`config.mk`:
```
export PLATFORM = sky130hd
export DESIGN_NAME = controla_movimento
export DESIGN_NICKNAME = d
export VERILOG_FILES = /design/src/rtl/controla_movimento.sv
export SDC_FILE = /design/constraint.sdc
export NUM_CORES = 1
export LEC_CHECK = 0
export ABC_AREA = 1
export ABC_CLOCK_PERIOD_IN_PS = 2720
export BUFFER_PORTS_ARGS = -buffer_cell sky130_fd_sc_hd__buf_2
export CAP_MARGIN = 20
export CELL_PAD_IN_SITES_DETAIL_PLACEMENT = 2
export CELL_PAD_IN_SITES_GLOBAL_PLACEMENT = 2
export CORE_ASPECT_RATIO = 1.75
export CORE_MARGIN = 1.5
export CORE_UTILIZATION = 33
export CTS_CLUSTER_DIAMETER = 60
export CTS_CLUSTER_SIZE = 40
export DETAILED_ROUTE_END_ITERATION = 16
export PLACE_DENSITY_LB_ADDON = 0.1
export SLEW_MARGIN = 20
export SYNTH_ARGS = -nofsm -noshare
export SYNTH_HDL_FRONTEND = slang
export SYNTH_SLANG_ARGS = --single-unit
```
`constraint.sdc`:
```
create_clock -name VGA_clk -period 2.72 [get_ports VGA_clk]
set_clock_uncertainty 0.05 [all_clocks]
set_input_delay 0.408 -clock VGA_clk [delete_from_list [all_inputs] [get_ports VGA_clk]]
set_output_delay 0.408 -clock VGA_clk [all_outputs]
set_load 0.05 [all_outputs]
```
`src/rtl/controla_movimento.sv`:
```
// Per-frame movement sequencer: proposes one axis step at a time to an external
// collision checker and commits only the steps the checker does not flag.
module controla_movimento #(
  parameter int X_INICIAL = 320,
  parameter int Y_INICIAL = 240,
  parameter int PASSO     = 2,
  parameter int LATENCIA  = 2
) (
  input  logic       VGA_clk,
  input  logic       rst_n,
  input  logic       frame_tick,
  input  logic       tecla_dir,
  input  logic       tecla_esq,
  input  logic       tecla_cima,
  input  logic       tecla_baixo,
  input  logic       colisao_max_x,
  input  logic       colisao_min_x,
  input  logic       colisao_max_y,
  input  logic       colisao_min_y,
  output logic [9:0] cand_x,
  output logic [8:0] cand_y,
  output logic [9:0] pos_x,
  output logic [8:0] pos_y,
  output logic       ocupado,
  output logic       atualizado,
  output logic [3:0] bloqueado
);

  typedef enum logic [2:0] {
    IDLE,
    TESTA_X,
    ESPERA_X,
    AVALIA_X,
    TESTA_Y,
    ESPERA_Y,
    AVALIA_Y,
    FIM
  } estado_t;

  localparam int CW = $clog2(LATENCIA + 1);

  estado_t       estado_reg;
  logic [CW-1:0] espera_reg;
  logic          x_mov_reg, x_neg_reg;
  logic          y_mov_reg, y_neg_reg;

  // Clamped neighbours of the committed position
  logic [10:0] x_soma;
  logic [9:0]  y_soma;
  logic [9:0]  x_mais, x_menos;
  logic [8:0]  y_mais, y_menos;
  logic        x_colide, y_colide;
  logic        tecla_x, tecla_y;

  assign x_soma  = {1'b0, pos_x} + 11'(PASSO);
  assign y_soma  = {1'b0, pos_y} + 10'(PASSO);
  assign x_mais  = x_soma[10] ? 10'd1023 : x_soma[9:0];
  assign y_mais  = y_soma[9]  ? 9'd511   : y_soma[8:0];
  assign x_menos = (pos_x < 10'(PASSO)) ? 10'd0 : pos_x - 10'(PASSO);
  assign y_menos = (pos_y < 9'(PASSO))  ? 9'd0  : pos_y - 9'(PASSO);

  // Only the flag facing the direction of motion matters
  assign x_colide = x_neg_reg ? colisao_min_x : colisao_max_x;
  assign y_colide = y_neg_reg ? colisao_min_y : colisao_max_y;

  assign tecla_x = tecla_dir ^ tecla_esq;
  assign tecla_y = tecla_baixo ^ tecla_cima;

  always_ff @(posedge VGA_clk) begin
    if (!rst_n) begin
      estado_reg <= IDLE;
      espera_reg <= '0;
      x_mov_reg  <= 1'b0;
      x_neg_reg  <= 1'b0;
      y_mov_reg  <= 1'b0;
      y_neg_reg  <= 1'b0;
      pos_x      <= 10'(X_INICIAL);
      pos_y      <= 9'(Y_INICIAL);
      cand_x     <= 10'(X_INICIAL);
      cand_y     <= 9'(Y_INICIAL);
      ocupado    <= 1'b0;
      atualizado <= 1'b0;
      bloqueado  <= 4'b0000;
    end else begin
      atualizado <= 1'b0;
      case (estado_reg)
        IDLE: begin
          cand_x <= pos_x;
          cand_y <= pos_y;
          if (frame_tick) begin
            x_mov_reg <= tecla_x;
            x_neg_reg <= tecla_esq & ~tecla_dir;
            y_mov_reg <= tecla_y;
            y_neg_reg <= tecla_cima & ~tecla_baixo;
            bloqueado <= 4'b0000;
            ocupado   <= 1'b1;
            if (tecla_x || tecla_y) begin
              estado_reg <= TESTA_X;
            end else begin
              estado_reg <= FIM;
              atualizado <= 1'b1;
            end
          end
        end

        TESTA_X: begin
          if (!x_mov_reg) begin
            estado_reg <= TESTA_Y;
          end else begin
            cand_x     <= x_neg_reg ? x_menos : x_mais;
            cand_y     <= pos_y;
            espera_reg <= CW'(LATENCIA);
            estado_reg <= ESPERA_X;
          end
        end

        ESPERA_X: begin
          espera_reg <= espera_reg - 1'b1;
          if (espera_reg == CW'(1)) estado_reg <= AVALIA_X;
        end

        AVALIA_X: begin
          if (x_colide) begin
            if (x_neg_reg) bloqueado[2] <= 1'b1;
            else           bloqueado[3] <= 1'b1;
            cand_x <= pos_x;
          end else begin
            pos_x <= cand_x;
          end
          estado_reg <= TESTA_Y;
        end

        TESTA_Y: begin
          if (!y_mov_reg) begin
            estado_reg <= FIM;
            atualizado <= 1'b1;
          end else begin
            cand_y     <= y_neg_reg ? y_menos : y_mais;
            cand_x     <= pos_x;
            espera_reg <= CW'(LATENCIA);
            estado_reg <= ESPERA_Y;
          end
        end

        ESPERA_Y: begin
          espera_reg <= espera_reg - 1'b1;
          if (espera_reg == CW'(1)) estado_reg <= AVALIA_Y;
        end

        AVALIA_Y: begin
          if (y_colide) begin
            if (y_neg_reg) bloqueado[0] <= 1'b1;
            else           bloqueado[1] <= 1'b1;
            cand_y <= pos_y;
          end else begin
            pos_y <= cand_y;
          end
          estado_reg <= FIM;
          atualizado <= 1'b1;
        end

        FIM: begin
          cand_x     <= pos_x;
          cand_y     <= pos_y;
          ocupado    <= 1'b0;
          estado_reg <= IDLE;
        end

        default: begin
          ocupado    <= 1'b0;
          estado_reg <= IDLE;
        end
      endcase
    end
  end

endmodule

```
==> impl_results.md <==
- Total power: 4170 µW
- Worst Tran Pin Value: 533 ps
- Ant diodes: 0
- Crit Path Max Fanout: 15
- CP required: 2860 ps
- Biggest regs: cand_x: 10 flops, pos_x: 10 flops
- Pre-CTS setup slack: 532 ps
- First-pass GRT wire length: 22.1 mm
- Placed cell count: 702
- Initial antenna violation count: 0
- CTS root buffer: clkbuf_16
- RSZ-0062 raised after global routing: false
- Routed wl met2: 8.38 mm
- Core Region: 0.00991 mm²
- Outcome: finished, final reports clean
- Rel. slew slack: 0.645
- Syn Area/Cell: 6.34 µm²
- Fin. max-slew vios: 0
- DRT Pass-1 Iters: 4
- Gpl congestion: 0.960
- CTS Buf Count: 5
- Seq cells post-synth: 53
- Cell count after synthesis: 532
- Setup tns final: 0 ps
- Vias in the first global route: 4268
- Hold Slack: 337 ps
- Post-Route WL: 14.3 mm
- Routed length on met3: 262 µm
- Tot GR Track Use: 0.273
- Syn_nets: 550
- Fin crit period: 2190 ps
- Leak Pwr: 0.00184 µW
- Max Freq: 0.456 GHz
- Fillcell total: 1279
- Pwr dens: 1060 mW/mm²
- CP Class: flip-flop to flip-flop
- Row cnt: 48
- Die ar.: 0.0109 mm²
- Post-synth design cell area: 0.00337 mm²
- Layout Nets: 602
- Share of layout cells above drive strength 1: 0.179
- H-tree depth: 2
- DRT iter0 DRCs: 106
- Area growth, synth to finish: 16.5%
- WL/cell: 20.1 µm
- Cts hold-fix bufs: 0
- Finished Layout Cells: 710
- CTS tree: built
- PortBufs: 54
- Final hold violations: 0
- Vias post-DR: 3819
- Vias per std cell: 5.38
- CTS sink cnt: 53
- CTS max path bufs: 2
- GRT overflow: 0
- Commonest cells after routing, fill and taps aside: nand2_1 (129), nor2_1 (61), buf_2 (54)
- Worst setup SP type: flip-flop
- Starting Density: 0.340
- CTS clk-pin slew, worst paths: 80 ps
- Die width: 79.4 µm
- Wl on met1: 4.60 mm
- Placed wire-length estimate: 11.6 mm
- Final setup violation count: 0
- Arr. time, crit path: 2330 ps
- Clock latency on the worst-skew pair: 300 ps
- Synthesis Warnings: 0
- Final period utilization: 0.806
- Chip height: 137 µm
- Post-CTS repair timing setup buffer count: 0
- VDD IR-drop max: 0.416 mV
- ANT nets after route: 0
- Largest net degree at the start of global routing: 25
- Post-CTS sizing: 0
- Ports: 55
- Crit path capture type: flip-flop
- Final Worst Setup Slack: 528 ps
- Commonest non-fill, non-tap cell in the layout: nand2_1
- Hold WC Path Type: input port to flip-flop
- Post-synthesis sequential area ratio: 0.315
- # DRC: 0
- DR top layer: met4
- Distinct cells, synth: 33
- Max Cap Viol: 0
worst max-delay path, cell delays in order (launching register included):
cell and delay [ps]:
dfxtp_1 480, nand2_2 260, nor2_4 330, nand2_2 130, nand2_2 120, inv_4 50, nand2_2 230, inv_2 180
o21ai_0 190, nor2_1 60
cell type report:
class | count | area, µm² | area share
Tap cell | 125 | 156 | 0.0398
Multi-Input combinational cell | 399 | 1980 | 0.504
Clock inverter | 2 | 15.0 | 0.00382
Inverter | 62 | 235 | 0.0599
Sequential cell | 53 | 1060 | 0.270
Clock buffer | 6 | 129 | 0.0328
Timing Repair Buffer | 63 | 350 | 0.0892
synthesized netlist by cell type:
master    count  area share
dfxtp_1      53        0.31
a21oi_1      51       0.076
a21boi_0      1      0.0022
ha_1          7       0.026
inv_2        11       0.012
clkbuf_1     12       0.013
xor2_1        9       0.023
nor2_2        5      0.0093
a41oi_1       1      0.0026
buf_6         3       0.010
nand2_1     129        0.14
nor2_4        2      0.0067
buf_2         3      0.0045
nand3b_1      2      0.0045
o21a_1        2      0.0045
o21ai_1       7       0.010
a22oi_1       3      0.0067
nor2_1       61       0.068
xnor2_1       2      0.0052
o211ai_1      5       0.011
a31oi_1       6       0.011
inv_4         1      0.0019
nor3_1        1      0.0015
nand2_2      10       0.019
nand3_4       1      0.0052
nand3_1      35       0.052
nor2_8        1      0.0059
a211o_1       1      0.0026
inv_1        50       0.056
nand4_1       3      0.0056
a21oi_2       4       0.010
o31ai_1       1      0.0022
o21ai_0      49       0.073
cells by family after synthesis:
family | synth area share
buf+inv | 0.0976
compound gates | 0.212
flops | 0.315
xor+xnor | 0.0286
fa+ha+maj | 0.0260
simple gates | 0.321
routing by layer:
metal  track usage  vias to the layer above
li1              -                     1828
met1         0.234                     1856
met2         0.566                       88
met3        0.0233                       47
met4         0.186                        0
met5             0                        -
power breakdown:
group,leakage (µW),total [µW],internal [µW],switching (µW)
Clock,0.0000631,654,343,311
Sequential,0.000434,1170,965,201
Combinational,0.00134,2350,591,1760
Total,0.00184,4170,1900,2270
stage by stage:
step                      area [µm²]  utilization
after CTS                       3930        0.396
after floorplan                 3370            -
after global placement          3780        0.382
after detailed placement        3780        0.382
after global routing            3930        0.396
final                           3930        0.396
worst paths after layout:
check / from / end / slack (ps) / depth (start not counted)
worst max register to register: estado_reg[2]$_SDFFE_PN0P_ / cand_x[0]$_SDFFE_PN0P_ / 530 / 9
worst max-delay path: estado_reg[2]$_SDFFE_PN0P_ / cand_x[0]$_SDFFE_PN0P_ / 530 / 9
worst min-delay path: colisao_min_y / bloqueado[0]$_SDFFE_PN0P_ / 340 / 3
worst min register to register: bloqueado[3]$_SDFFE_PN0P_ / bloqueado[3]$_SDFFE_PN0P_ / 400 / 2
Note: power is estimated with default switching activity, not from simulation.
